File: config.mk
export PLATFORM = sky130hd
export DESIGN_NAME = demux_1x4_tdm
export DESIGN_NICKNAME = d
export VERILOG_FILES = /design/src/rtl/demux_1x4_tdm.sv
export SDC_FILE = /design/constraint.sdc
export NUM_CORES = 1
export LEC_CHECK = 0
export CAP_MARGIN = 20
export CORE_AREA = 5 5 52 54
export CTS_CLUSTER_DIAMETER = 40
export DETAILED_ROUTE_END_ITERATION = 16
export DIE_AREA = 0 0 57 59
export GPL_ROUTABILITY_DRIVEN = 0
export GPL_TIMING_DRIVEN = 0
export PLACE_DENSITY = 0.77
export SLEW_MARGIN = 20
export SYNTH_ARGS = -nofsm -noshare
export SYNTH_HDL_FRONTEND = slang
export SYNTH_SLANG_ARGS = --single-unit
File: constraint.sdc
create_clock -name clk -period 1.29 [get_ports clk]
set_input_delay 0.3225 -clock clk [delete_from_list [all_inputs] [get_ports clk]]
set_output_delay 0.3225 -clock clk [all_outputs]
set_load 0.005 [all_outputs]
File: src/rtl/demux_1x4_tdm.sv
// Time-division 1-to-4 demultiplexer: locks to frame_sync on slot 0 and steers samples to y0..y3.
// Define DEMUX_SYNC_CHECK_EN to flag and resync on a frame_sync seen mid-frame while locked.
module demux_1x4_tdm #(
  parameter int WIDTH  = 1,
  parameter int FCNT_W = 8
) (
  input  logic              clk,
  input  logic              rst_n,
  input  logic [WIDTH-1:0]  din,
  input  logic              din_valid,
  input  logic              frame_sync,
  output logic [WIDTH-1:0]  y0,
  output logic [WIDTH-1:0]  y1,
  output logic [WIDTH-1:0]  y2,
  output logic [WIDTH-1:0]  y3,
  output logic [3:0]        y_valid,
  output logic [1:0]        cur_sel,
  output logic              locked,
  output logic              frame_done,
  output logic [FCNT_W-1:0] frame_cnt,
  output logic              sync_err
);

  typedef enum logic {
    HUNT   = 1'b0,
    LOCKED = 1'b1
  } state_t;

  localparam logic [FCNT_W-1:0] FCNT_ONE = {{(FCNT_W-1){1'b0}}, 1'b1};

  state_t state;
  logic   resync;
  logic   restart;

`ifdef DEMUX_SYNC_CHECK_EN
  assign resync = frame_sync && (cur_sel != 2'd0);
`else
  assign resync = 1'b0;
`endif

  // Both the initial lock and a mid-frame resync restart the frame at slot 0.
  assign restart = (state == HUNT) ? frame_sync : resync;
  assign locked  = (state == LOCKED);

  always_ff @(posedge clk or negedge rst_n) begin
    if (!rst_n) begin
      state      <= HUNT;
      y0         <= '0;
      y1         <= '0;
      y2         <= '0;
      y3         <= '0;
      y_valid    <= 4'b0000;
      cur_sel    <= 2'd0;
      frame_done <= 1'b0;
      frame_cnt  <= '0;
      sync_err   <= 1'b0;
    end else begin
      y_valid    <= 4'b0000;
      frame_done <= 1'b0;
      sync_err   <= 1'b0;
      if (din_valid) begin
        if (restart) begin
          y0       <= din;
          y_valid  <= 4'b0001;
          cur_sel  <= 2'd1;
          state    <= LOCKED;
          sync_err <= resync;
        end else if (state == LOCKED) begin
          unique case (cur_sel)
            2'd0:    y0 <= din;
            2'd1:    y1 <= din;
            2'd2:    y2 <= din;
            default: y3 <= din;
          endcase
          y_valid <= 4'b0001 << cur_sel;
          cur_sel <= cur_sel + 2'd1;
          if (cur_sel == 2'd3) begin
            frame_done <= 1'b1;
            frame_cnt  <= frame_cnt + FCNT_ONE;
          end
        end
      end
    end
  end

endmodule

-- Yosys cells after proc, flatten, opt, wreduce, memory -nomap -nowiden
Cells that the tools add are included.
- shift-type cells: 1
- equal/unequal tests: 3
- bitwise operators: 2
- add/subtract/negate cells: 2
- reductions and logical operators: 11
- muxes and demuxes: 13
- operator list (kind ; count):
    4-bit AND reduction ; 4
    4-bit two-way mux ; 3
    8-bit by 1-bit adder with 8-bit output, second input constant ; 1
    1-bit two-way mux ; 8
    2-bit equality test, second input constant ; 2
    2-bit two-way mux ; 2
    2-bit AND reduction ; 2
    2-bit nonzero test ; 2
    1-bit by 2-bit << shifter with 4-bit output, first input constant ; 1
    3-bit AND reduction ; 1
    3-bit OR reduction ; 1
    2-bit by 1-bit adder with 2-bit output, second input constant ; 1
    2-bit by 1-bit equality test with 1-bit output, second input constant ; 1
    2-bit logical NOT ; 1
    1-bit NOT ; 2
- input port bits: 5
- register bits after elaboration: 20
- output and inout port bits: 21
- logic and storage cells: 41

-- Longest topological paths before layout
- depth in word-level cells: 5
- gate-level depth with buffers: 5
- mapped depth without buffers: 5

-- Worst setup path after synthesis
No wires, ideal clock.
- path type: reg2reg
- start point: register cur_sel[0]
- end point: register y0
- setup slack: 0.011 ns
- path buffers: 0
- data arrival time: 1.154 ns
- stages on the path, launching flop included: 6
- data required time: 1.165 ns
- cells stage by stage: dfrtp_1 inv_1 ha_1 mux2i_1 nor2b_2 mux2_2
- longest elaborated chain between the ends: 3
- ends and longest elaborated chain (item ; RTL line ; text):
    from (decl) ; 17 ; output logic [1:0] cur_sel,
    from (signal assigned) ; 76 ; cur_sel <= cur_sel + 2'd1;
    2-bit logical NOT ; 69 ; unique case (cur_sel)
    2-bit nonzero test (no source line) ; -- ;
    3-bit AND reduction (no source line) ; -- ;
    to (signal assigned) ; 63 ; y0 <= din;
    to (signal assigned) ; 70 ; 2'd0: y0 <= din;
    to (decl) ; 12 ; output logic [WIDTH-1:0] y0,
Every way passes these cells.
A chain may end at the register's enable or synchronous reset.

-- Worst setup path in the final report
- start point: register cur_sel[1]
- end point: register y0
The elaborated chain is that of the path after synthesis.

==> results.md <==
- Status: complete, but fails checks
- Failing checks: negative setup slack
- Synth unique cells: 23
- First-pass GRT wire length: 2.82 mm
- Cell with the largest stage delay on the worst path: dfrtp_1
- Max VDD drop: 1520 uV
- Top reg by flops: frame_cnt
- Min Clock Period, post-route: 1.37 ns
- Final HPWL DP: 1.20 mm
- Max-Cap Viols: 0
- Fin cells: 139
- Hold_buf cts: 0
- Post-synth net total: 77
- Syn-to-layout area delta: 59.0%
- # IOs: 26
- Busiest layer in global routing: met2
- Worst hold slack: 0.498 ns
- Pre-antenna DRT Iters: 2
- PortBufs: 24
- Full die area: 0.00336 sq mm
- Routed vias: 639
- Setup TNS: -0.166 ns
- GR Layer Usage met2: 20.4%
- Placed Cells incl. Taps: 119
- ANT cells: 0
- Multi-input logic area: 403 sq um
- Slew @ Worst Pin: 0.829 ns
- Clock share of power: 12.6%
- Critical path class: flop to flop
- Setup Viol. Count Final: 5
- Global routing usage on met3: 3.27%
- Worst hold path type: input port to async pin
- Die H: 59 microns
- Synth Instances: 67
- CP Launch Type: flop
- Leakage: 0.629 nW
- Vias in the first global route: 674
- GR Overflow Total: 0
- Initial antenna violation count: 0
- CTS Buf Count: 3
- Clk buf depth: 2
- Number of flip-flops in the largest register: 8
- CP max stage delay: 0.41 ns
- Drt wl/cell: 12.8 microns
- Syn. warnings: 0
- Die width: 57 microns
- Standard-cell rows: 17
- GRT Total Usage: 10.7%
- Sw Pwr: 713 uW
- Remaining DRCs: 0
- Cell Chain, Critical Path: buf_6 > inv_6 > ha_4 > mux2i_2 > nor2b_2 > mux2_4
- Rel. slew slack: 44.6%
- Crit path max fanout: 4
- Critical Path RT: 1.47 ns
- Final wirelength: 1.78 mm
- Mean number of vias per cell: 4.60
- Met1 Track Usage GR: 11.1%
- Sinks on Clock Net: 19
- Mean Syn Cell Area: 12.6 sq um
- Worst skew pair latency: 0.29 ns
- Crit end category: flop
- Register area: 477 sq um
- Pwr dens: 1680 mW/mm^2
- H-tree depth: 1
- Yosys reg bits: 19
- Hold Vio Cnt, Final: 0
- Sequential share of the synthesized area: 56.2%
- Biggest regs: frame_cnt (8), y_valid (3), cur_sel (2)
- Pint: 1.54 mW
- CTS clk-pin slew, worst paths: 0.10 ns
- Total core area: 0.00217 sq mm
- Mapped Area: 846 sq um
- Final Skew: 0.00339 ns
- CTS tree: yes
- Share of post-route cells with drive strength above 1: 41.4%
- Sequential power share: 37.7%
- RSZ-0062 raised after global routing: true
- Nets: 122
- Final ANT Viol Nets: 0
- Total power: 2.26 mW
- Fillers: 194
- DRT iter0 DRCs: 1
- Peak Freq: 0.728 GHz
- Top Family by Delay on Critical Path: flip-flops
- Number of buffers and inverters on the critical path: 2
- Worst Slack Setup Final: -0.0839 ns
- Largest net degree at the start of global routing: 20
- Comb power frac: 49.7%
- Worst endpoint data arrival time: 1.55 ns
- Switch share: 31.6%
- Slew Limit Fails: 0
- CTS root buf: clkbuf_4
- Tcrit/Tclk final: 107%
- Initial Utilization: 39.0%
-- synth_stat cells --
library cell,n,share of area [%]
nand4_1,4,3.0
nor2_1,1,0.44
buf_4,2,1.8
inv_1,4,1.8
mux2i_1,1,1.2
a32o_1,1,1.2
nand2_1,7,3.1
a21oi_1,1,0.59
nand3_4,1,2.1
dfrtp_1,19,56
nor3_1,1,0.59
nor2b_2,1,1.0
nand3_1,1,0.59
buf_2,1,0.59
xnor2_1,5,5.2
and3_2,3,2.7
a21o_2,1,1.0
ha_1,5,7.4
mux2_2,3,4.0
o21ai_0,1,0.59
nor4_4,1,2.5
conb_1,1,0.44
xor2_1,2,2.1
-- layer usage --
| layer | part of all wire (%) | wire length [microns] |
|---|---|---|
| met1 | 40 | 709 |
| met5 | 0 | 0 |
| met4 | 0 | 0 |
| met3 | 6.9 | 122 |
| met2 | 53 | 943 |
-- worst register-to-register path: cells and delay by family (launching register included) --
family | cells | cell delay, ns
buf+inv | 2 | 0.21
fa+ha+maj | 1 | 0.11
mux | 2 | 0.37
flops | 1 | 0.41
simple gates | 1 | 0.16
-- cell type report --
type                            instances  area share [%]
Inverter                                4            2.05
Sequential cell                        19            35.4
Clock inverter                          1           0.372
Tap cell                               28            2.60
Timing Repair Buffer                   40            26.4
Multi-Input combinational cell         41            30.0
Clock buffer                            3            1.67
Buffer                                  3            1.49
-- per-stage QoR --
step | setup WS (ns) | utilization (%) | instance area [sq um]
after global placement | -0.401 | 51.7 | 1120
after detailed placement | -0.425 | 51.7 | 1120
after floorplan | 0.0110 | - | 846
after global routing | -0.116 | 62.0 | 1350
after CTS | -0.0821 | 59.6 | 1290
final | -0.0839 | 62.0 | 1350
-- cells by family (layout without fill, tap and decap cells) --
kind of cell / after synthesis / count (layout) / synth area share (%)
and+or+nand+nor: 20 / 20 / 16.0
DFF: 19 / 19 / 56.2
xor gates and xnor gates: 7 / 7 / 7.25
buffers and inverters: 7 / 51 / 4.14
adders and majority gates: 5 / 5 / 7.40
AOI/OAI and AO/OA: 4 / 4 / 3.40
muxes: 4 / 4 / 5.18
other: 1 / 1 / 0.443
-- repair_timing --
item                                    4_1_cts  5_1_grt
endpoints found under the setup margin       27       23
pin swaps                                     4        3
setup buffers                                12        4
resized for setup                            52       15
gates cloned                                  0        0
-- power groups by stage --
stage / registers, mW / logic, mW / clock network (mW)
final: 0.851 / 1.12 / 0.285
after CTS: 0.844 / 1.01 / 0.307
after detailed placement: 0.937 / 0.734 / 0
after global placement: 0.932 / 0.717 / 0
after floorplan: 0.930 / 0.286 / 0
after global routing: 0.871 / 1.22 / 0.335
-- cell usage in the layout (no fill, tap or decap), types with 2 or more instances in the layout --
master	Yosys	routed
clkdlybuf4s15_1	0	16
dfrtp_1	19	18
clkdlybuf4s50_1	0	3
buf_6	0	2
buf_2	1	2
and3_4	0	2
xnor2_1	5	5
nand2_1	7	7
buf_4	2	18
inv_6	0	2
dlygate4sd2_1	0	2
xor2_1	2	2
mux2_4	0	3
ha_4	0	3
nand4_1	4	4
clkbuf_4	0	3
-- path summary, 6_finish.rpt --
kind	slack (ns)	from	end	cells after the start
worst min-delay path	0.50	rst_n	cur_sel[1]$_DFFE_PN0P_	1
worst max register to register	-0.08	cur_sel[1]$_DFFE_PN0P_	y0$_DFFE_PN0P_	6
min in group clk	0.53	y2$_DFFE_PN0P_	y2$_DFFE_PN0P_	1
max in group asynchronous	0.23	rst_n	frame_cnt[2]$_DFFE_PN0P_	1
worst max-delay path	-0.08	cur_sel[1]$_DFFE_PN0P_	y0$_DFFE_PN0P_	6
worst min register to register	0.53	y2$_DFFE_PN0P_	y2$_DFFE_PN0P_	1
(Power assumes the default switching activity.)
